[config.mk]
export PLATFORM = sky130hd
export DESIGN_NAME = cnt_run_arb_flat
export DESIGN_NICKNAME = d
export VERILOG_FILES = /design/src/rtl/cnt_run_arb_if.sv /design/src/rtl/cnt_run_arb.sv /design/src/flat_wrapper.sv
export SDC_FILE = /design/constraint.sdc
export NUM_CORES = 1
export LEC_CHECK = 0
export ABC_AREA = 1
export BUFFER_PORTS_ARGS = -buffer_cell sky130_fd_sc_hd__buf_2
export CELL_PAD_IN_SITES_DETAIL_PLACEMENT = 1
export CELL_PAD_IN_SITES_GLOBAL_PLACEMENT = 1
export CORE_UTILIZATION = 35
export CTS_BUF_LIST = sky130_fd_sc_hd__clkbuf_2 sky130_fd_sc_hd__clkbuf_4 sky130_fd_sc_hd__clkbuf_8
export DETAILED_ROUTE_END_ITERATION = 16
export MAX_ROUTING_LAYER = met4
export PLACE_DENSITY_LB_ADDON = 0.12
export RECOVER_POWER = 25
export SLEW_MARGIN = 30
export SYNTH_ARGS = -nofsm -noshare
export SYNTH_HDL_FRONTEND = slang
export SYNTH_SLANG_ARGS = --single-unit
[constraint.sdc]
create_clock -name clk -period 1.2 [get_ports clk]
set_clock_uncertainty 0.05 [all_clocks]
set_input_delay 0.12 -clock clk [delete_from_list [all_inputs] [get_ports clk]]
set_output_delay 0.12 -clock clk [all_outputs]
set_load 0.005 [all_outputs]
[src/rtl/cnt_run_arb_if.sv]
// rtl/cnt_run_arb_if.sv - requester and counter-side signals of cnt_run_arb; pause exists only with CNT_RUN_ARB_PAUSE_EN
interface cnt_run_arb_if #(
  parameter int WIDTH = 4
);
  logic [1:0]       req;
  logic [WIDTH-1:0] len0;
  logic [WIDTH-1:0] len1;
  logic [WIDTH-1:0] cnt_val;
  logic             cnt_en;
  logic             cnt_clr;
  logic [1:0]       gnt;
  logic [1:0]       done;
  logic             busy;
`ifdef CNT_RUN_ARB_PAUSE_EN
  logic             pause;

  modport master (output req, len0, len1, cnt_val, pause,
                  input  cnt_en, cnt_clr, gnt, done, busy);
  modport slave  (input  req, len0, len1, cnt_val, pause,
                  output cnt_en, cnt_clr, gnt, done, busy);
`else
  modport master (output req, len0, len1, cnt_val,
                  input  cnt_en, cnt_clr, gnt, done, busy);
  modport slave  (input  req, len0, len1, cnt_val,
                  output cnt_en, cnt_clr, gnt, done, busy);
`endif
endinterface

[src/rtl/cnt_run_arb.sv]
// rtl/cnt_run_arb.sv - two-requester round-robin owner of a shared up-counter
// Optional run pause input enabled by CNT_RUN_ARB_PAUSE_EN.
module cnt_run_arb #(
  parameter int WIDTH = 4
) (
  input logic          clk,
  input logic          clr,
  cnt_run_arb_if.slave bus
);
  typedef enum logic [1:0] {S_IDLE, S_CLR, S_RUN, S_DONE} state_t;

  state_t           state, state_nx;
  logic             win, win_nx, last;
  logic [WIDTH-1:0] tgt;
  logic [1:0]       gnt_r;
  logic             req_win, at_tgt, hold;
  logic             cnt_en_c, cnt_clr_c;

  assign req_win = bus.req[win];
  assign at_tgt  = (bus.cnt_val == tgt);
`ifdef CNT_RUN_ARB_PAUSE_EN
  assign hold = bus.pause;
`else
  assign hold = 1'b0;
`endif

  always_comb begin
    state_nx  = state;
    win_nx    = win;
    cnt_en_c  = 1'b0;
    cnt_clr_c = 1'b0;
    case (state)
      S_IDLE: begin
        if (|bus.req) begin
          state_nx = S_CLR;
          win_nx   = (&bus.req) ? ~last : bus.req[1];
        end
      end
      S_CLR: begin
        cnt_clr_c = 1'b1;
        state_nx  = req_win ? S_RUN : S_IDLE;
      end
      S_RUN: begin
        // abort wins over completion so a dropped request never sees done
        if (!req_win)    state_nx = S_IDLE;
        else if (at_tgt) state_nx = S_DONE;
        else             cnt_en_c = ~hold;
      end
      S_DONE: state_nx = S_IDLE;
      default: state_nx = S_IDLE;
    endcase
  end

  always_ff @(posedge clk or posedge clr) begin
    if (clr) begin
      state <= S_IDLE;
      win   <= 1'b0;
      last  <= 1'b1;
      tgt   <= '0;
      gnt_r <= 2'b00;
    end else begin
      state <= state_nx;
      if (state == S_IDLE && state_nx == S_CLR) begin
        win   <= win_nx;
        last  <= win_nx;
        tgt   <= win_nx ? bus.len1 : bus.len0;
        gnt_r <= win_nx ? 2'b10 : 2'b01;
      end else if (state_nx == S_IDLE) begin
        gnt_r <= 2'b00;
      end
    end
  end

  assign bus.gnt     = gnt_r;
  assign bus.done    = (state == S_DONE) ? gnt_r : 2'b00;
  assign bus.busy    = (state != S_IDLE);
  assign bus.cnt_en  = cnt_en_c;
  assign bus.cnt_clr = cnt_clr_c;
endmodule

[src/flat_wrapper.sv]
// flat-port wrapper written by rule: the top's interface ports become plain ports
module cnt_run_arb_flat 
#(
  parameter int WIDTH = 4
)
  (clk, clr, bus_req, bus_len0, bus_len1, bus_cnt_val, bus_cnt_en, bus_cnt_clr, bus_gnt, bus_done, bus_busy);
  cnt_run_arb_if #(.WIDTH(WIDTH)) bus_i ();
  input logic clk;
  input logic clr;
  input wire logic [$bits(bus_i.req)-1:0] bus_req;
  input wire logic [$bits(bus_i.len0)-1:0] bus_len0;
  input wire logic [$bits(bus_i.len1)-1:0] bus_len1;
  input wire logic [$bits(bus_i.cnt_val)-1:0] bus_cnt_val;
  output wire logic [$bits(bus_i.cnt_en)-1:0] bus_cnt_en;
  output wire logic [$bits(bus_i.cnt_clr)-1:0] bus_cnt_clr;
  output wire logic [$bits(bus_i.gnt)-1:0] bus_gnt;
  output wire logic [$bits(bus_i.done)-1:0] bus_done;
  output wire logic [$bits(bus_i.busy)-1:0] bus_busy;
  assign bus_i.req = bus_req;
  assign bus_i.len0 = bus_len0;
  assign bus_i.len1 = bus_len1;
  assign bus_i.cnt_val = bus_cnt_val;
  assign bus_cnt_en = bus_i.cnt_en;
  assign bus_cnt_clr = bus_i.cnt_clr;
  assign bus_gnt = bus_i.gnt;
  assign bus_done = bus_i.done;
  assign bus_busy = bus_i.busy;
  cnt_run_arb #(.WIDTH(WIDTH)) u_core (.clk(clk), .clr(clr), .bus(bus_i));
endmodule
[Word level (Yosys, flattened, before mapping)]
Index checks and enable logic that the tools add are counted.
W data, S select, Z words.
Word-level totals
  bits in registers: 10
  bits of input ports: 16
  word-level logic and storage cells: 38
Operators by class
  magnitude comparators: 1
  eq/ne operators: 5
  muxes and demuxes: 19
  bitwise gates (word level): 1
  reductions and logical operators: 7
Operators by type and width (count)
  $mux W2: 8
  $mux W1: 9
  $pmux W2 S4: 1
  $eq A2 B1 Y1 const B: 2
  $eq A2 B2 Y1 const B: 2
  $eq A4 B4 Y1: 1
  $logic_not A2 Y1: 2
  $mux W4: 1
  $reduce_bool A2 Y1: 2
  $lt A1 B2 Y1 const B: 1
  $reduce_and A2 Y1: 1
  $reduce_or A2 Y1: 1
  $logic_and A1 B1 Y1: 1
  $not A1 Y1: 1

[Depth between registers and ports, before layout]
  depth after elaboration: 7
  gate-level depth with buffers: 6

[Least setup slack after synthesis]
No wires, ideal clock.
  path type: register -> register
  start: reg u_core.last
  end: reg u_core.tgt[0]
  library setup time: 0.119 ns
  arrival: 0.955 ns
  data required time: 1.031 ns
  slack: 0.076 ns
  cell stages (with the launch flop): 6
  path buffers: 0
  period minus slack after synthesis: 1.124 ns
  cells stage by stage: dfstp_2 -> inv_1 -> nand2_1 -> nand3_2 -> nand4_1 -> nand2_1
On the way
  longest elaborated chain between the ends: 5
Ends and longest elaborated chain
  start, declared: RTL line cnt_run_arb.sv:13  | logic win, win_nx, last;
  start signal, assigned: RTL line cnt_run_arb.sv:65  | last <= win_nx;
  $not A1 Y1: RTL line cnt_run_arb.sv:36  | win_nx = (&bus.req) ? ~last : bus.req[1];
  $mux W1: RTL line cnt_run_arb.sv:36
  $mux W1: RTL line cnt_run_arb.sv:34  | if (|bus.req) begin
  $mux W1: RTL line cnt_run_arb.sv:32  | case (state)
  $mux W4: RTL line cnt_run_arb.sv:66  | tgt <= win_nx ? bus.len1 : bus.len0;
  end signal, assigned: RTL line cnt_run_arb.sv:66
  end, declared: RTL line cnt_run_arb.sv:14  | logic [WIDTH-1:0] tgt;
Every way passes these cells.
A chain may end at the register's enable or synchronous reset.

[Worst setup path after layout]
  start: reg u_core.win
  end: out bus_cnt_en
On the way
  longest elaborated chain between the ends: 4
Ends and longest elaborated chain
  start, declared: RTL line cnt_run_arb.sv:13
  start signal, assigned: RTL line cnt_run_arb.sv:64  | win <= win_nx;
  $mux W1 (not written as such) (2 in a row): RTL line cnt_run_arb.sv:19  | assign req_win = bus.req[win];
  $mux W1: RTL line cnt_run_arb.sv:45  | if (!req_win) state_nx = S_IDLE;
  $mux W1: RTL line cnt_run_arb.sv:32
  end, declared: RTL line flat_wrapper.sv:14  | output wire logic [$bits(bus_i.cnt_en)-1:0] bus_cnt_en;
Every way passes these cells. The select of a mux whose other input is x is not followed.

==> results.toml <==
[global_route]
grt_util_met3 = 0.03600
grt_max_degree = 11
grt_pass1_vias = 749
grt_use_met1 = 0.3040
grt_pass1_wl_mm = 3.463
grtUsageTotal = 0.2573
grt-ovfl-total = 0
antenna_found_initial = 0
grt.busiest_layer = "met2"
grt_use_met2 = 0.4058

[yosys]
yosys_warnings = 0
synth.distinct_cells = 20
ys_seq_area_frac = 0.3836
ys_ff_latch = 10
synth_area_um2 = 655.6
synth_fp_nets = 104
postSynthCellCount = 88
avgSynthCellArea_um2 = 7.450

[power]
ir_worst_vdd_v = 0.001373
power_uw = 2760
combPwrFrac = 0.643
swShare = 0.4616
switchingPower_uw = 1274
powerDensity_mw_per_mm2 = 2598
p_int_uw = 1486
seq_power_share = 0.242
leakagePower_uw = 0.0005679
power_frac_clock = 0.115

[critical_path]
crit_slowest_cell = "dfrtp_1"
crit_path_end = "bus_cnt_en"
max_stage_delay_ns = 0.41
required_ns = 1.03
worstPathMaxFanout = 3
reg2reg_depth = 7
worstSetupPathType = "flop to primary output"
r2r_setup_slack_ns = -0.20
worstPathCellList = "inv_2 -> nand2_2 -> a21oi_2 -> a21boi_2 -> buf_2"
worstPathArrival_ns = 1.25
cp-startpoint = "u_core.win"
cp-end-kind = "primary output"
timing.rr.start = "u_core.state[0]"
start_kind = "flop"
rr_endpoint = "u_core.tgt[2]"

[timing]
period_needed_ns = 1.419
clock.fmax_mhz = 704.5
worst_slack_ns = -0.2194
hold_violations = 0
fin_crit_sh = 1.183
tightest_slew_ns = 0.4017
tns_ns = -1.529
rsz0062_at_grt = "yes"
max_slew_margin = 0.7319
maxSlewViolCount = 0
setup_violations = 15
fin_hold_ws_ns = 0.03764

[route]
vias = 743
via_per_inst = 4.856
antenna_left = 0
drc = 0
routed_wirelength_mm = 2.484
drt_iter0_drc = 6
avgRoutedWirePerCell_um = 16.24
dr.pass1.iters = 4

[finish]
num_antenna_cells = 0
layout.cells.non_filler = 153
drive_above_1_share = 0.5938
num-nets-final = 145
synthToLayoutAreaGrowth_pct = 62.02

[floorplan]
chipHeight_um = 45.28
fp-row-count = 15
pin_count = 23
coreArea_mm2 = 0.001745
start_util = 0.3756
die_x_um = 45.28
die_area_mm2 = 0.002050

[hold_path]
hp-class = "primary input to flop"

[clock_network]
clk_pin_slew_worst_paths_ns = 0.07
clock-root-buffer = "clkbuf_4"
clk_path_buf_depth = 2
htreeDepth = 1
cts_tree = "yes"
cts_buffers = 3
worstSkewPairLatency_ns = 0.27
numClockSinks = 10

[place]
post-dp-hpwl_mm = 1.322
post-place-ws_ns = -0.002323
portBuffers = 22
dp.cells = 139
gp_congestion = 0.7431

[status]
violations = "setup timing"
status = "complete, but fails checks"

[run]
drv_cap = 0
-- cell type report --
class	count	area, um^2
Clock buffer	4	36.28
Sequential cell	10	254.0
Tap cell	25	31.28
Multi-Input combinational cell	58	409.1
Fill cell	218	683.2
Inverter	19	73.82
Timing Repair Buffer	37	257.7
-- power by group through the flow --
stage | clock [uW] | sequential [uW] | combinational, uW
floorplan | 0 | 649 | 723
global placement | 0 | 659 | 1070
detailed placement | 0 | 668 | 1100
CTS | 315 | 650 | 1400
global route | 328 | 685 | 1900
finish | 318 | 668 | 1770
-- critical path: cells and delay by family (launching register included) --
kind	cells	cell delay, ns
buffers and inverters	2	0.20
AOI/OAI and AO/OA	2	0.32
and+or+nand+nor	1	0.05
DFF	1	0.41
-- cell families (layout without fill, tap and decap cells) --
group	after synthesis	count (layout)	share of synthesized area
AO/OA/AOI/OAI	7	7	0.08015
AND/OR/NAND/NOR	50	50	0.4027
buffers and inverters	20	60	0.1202
flip-flops	10	10	0.3836
XOR/XNOR	1	1	0.01336
-- synth_stat cells (all sizes together) --
library cell | n | area share
a21boi | 1 | 0.011
a21oi | 1 | 0.0076
buf | 1 | 0.011
clkinv | 3 | 0.017
dfrtp | 9 | 0.34
dfstp | 1 | 0.040
inv | 16 | 0.092
nand2 | 28 | 0.19
nand3 | 4 | 0.053
nand4 | 8 | 0.076
nor2 | 10 | 0.082
o21ai | 5 | 0.061
xor2 | 1 | 0.013
-- state kept, by name (all words and copies together), names as in the netlist --
name and cells:
u_core.win 1, u_core.bus.gnt 2, u_core.state 2, u_core.tgt 4, u_core.last 1
-- cell usage in the layout (no fill, tap or decap), drive strengths merged, types with 3 or more instances in the layout --
cell     n
clkinv   3
inv     16
nand3    4
clkbuf   4
o21ai    5
nand2   28
nand4    8
dfrtp    9
buf     36
nor2    10
-- layer usage --
metal / wire length (um) / share of wire / vias to the layer above
met2: 1265 / 0.51 / 26
met3: 69 / 0.028 / 13
met5: 0 / 0 / -
met1: 1019 / 0.41 / 351
li1: - / - / 353
met4: 130 / 0.052 / 0
-- worst min path at each step --
stage	cells after the start	end	start	slack, ns
floorplan	1	u_core.bus.gnt[0]	clr	-0.09
global placement	2	u_core.state[0]	clr	0.07
detailed placement	2	u_core.state[1]	clr	0.07
CTS	3	u_core.tgt[0]	bus_len1[0]	0.05
global route	3	u_core.tgt[3]	bus_len1[3]	0.09
finish	3	u_core.tgt[0]	bus_len1[0]	0.04
-- per-stage QoR --
| stage | utilization | instance area (um^2) |
|---|---|---|
| after detailed placement | 0.4738 | 827.0 |
| after floorplan | - | 655.6 |
| after global routing | 0.6086 | 1062 |
| after CTS | 0.5563 | 970.9 |
| after global placement | 0.4738 | 827.0 |
| final | 0.6086 | 1062 |
-- timing repair --
action | 4_1_cts | 5_1_grt
pin swaps | 3 | 9
resized for setup | 15 | 22
endpoints found under the setup margin | 6 | 15
setup buffers | 7 | 2
hold buffers | 1 | 0
gates cloned | 0 | 0
endpoints found under the hold margin | 9 | 0
Power figures use the tool's default switching activity.
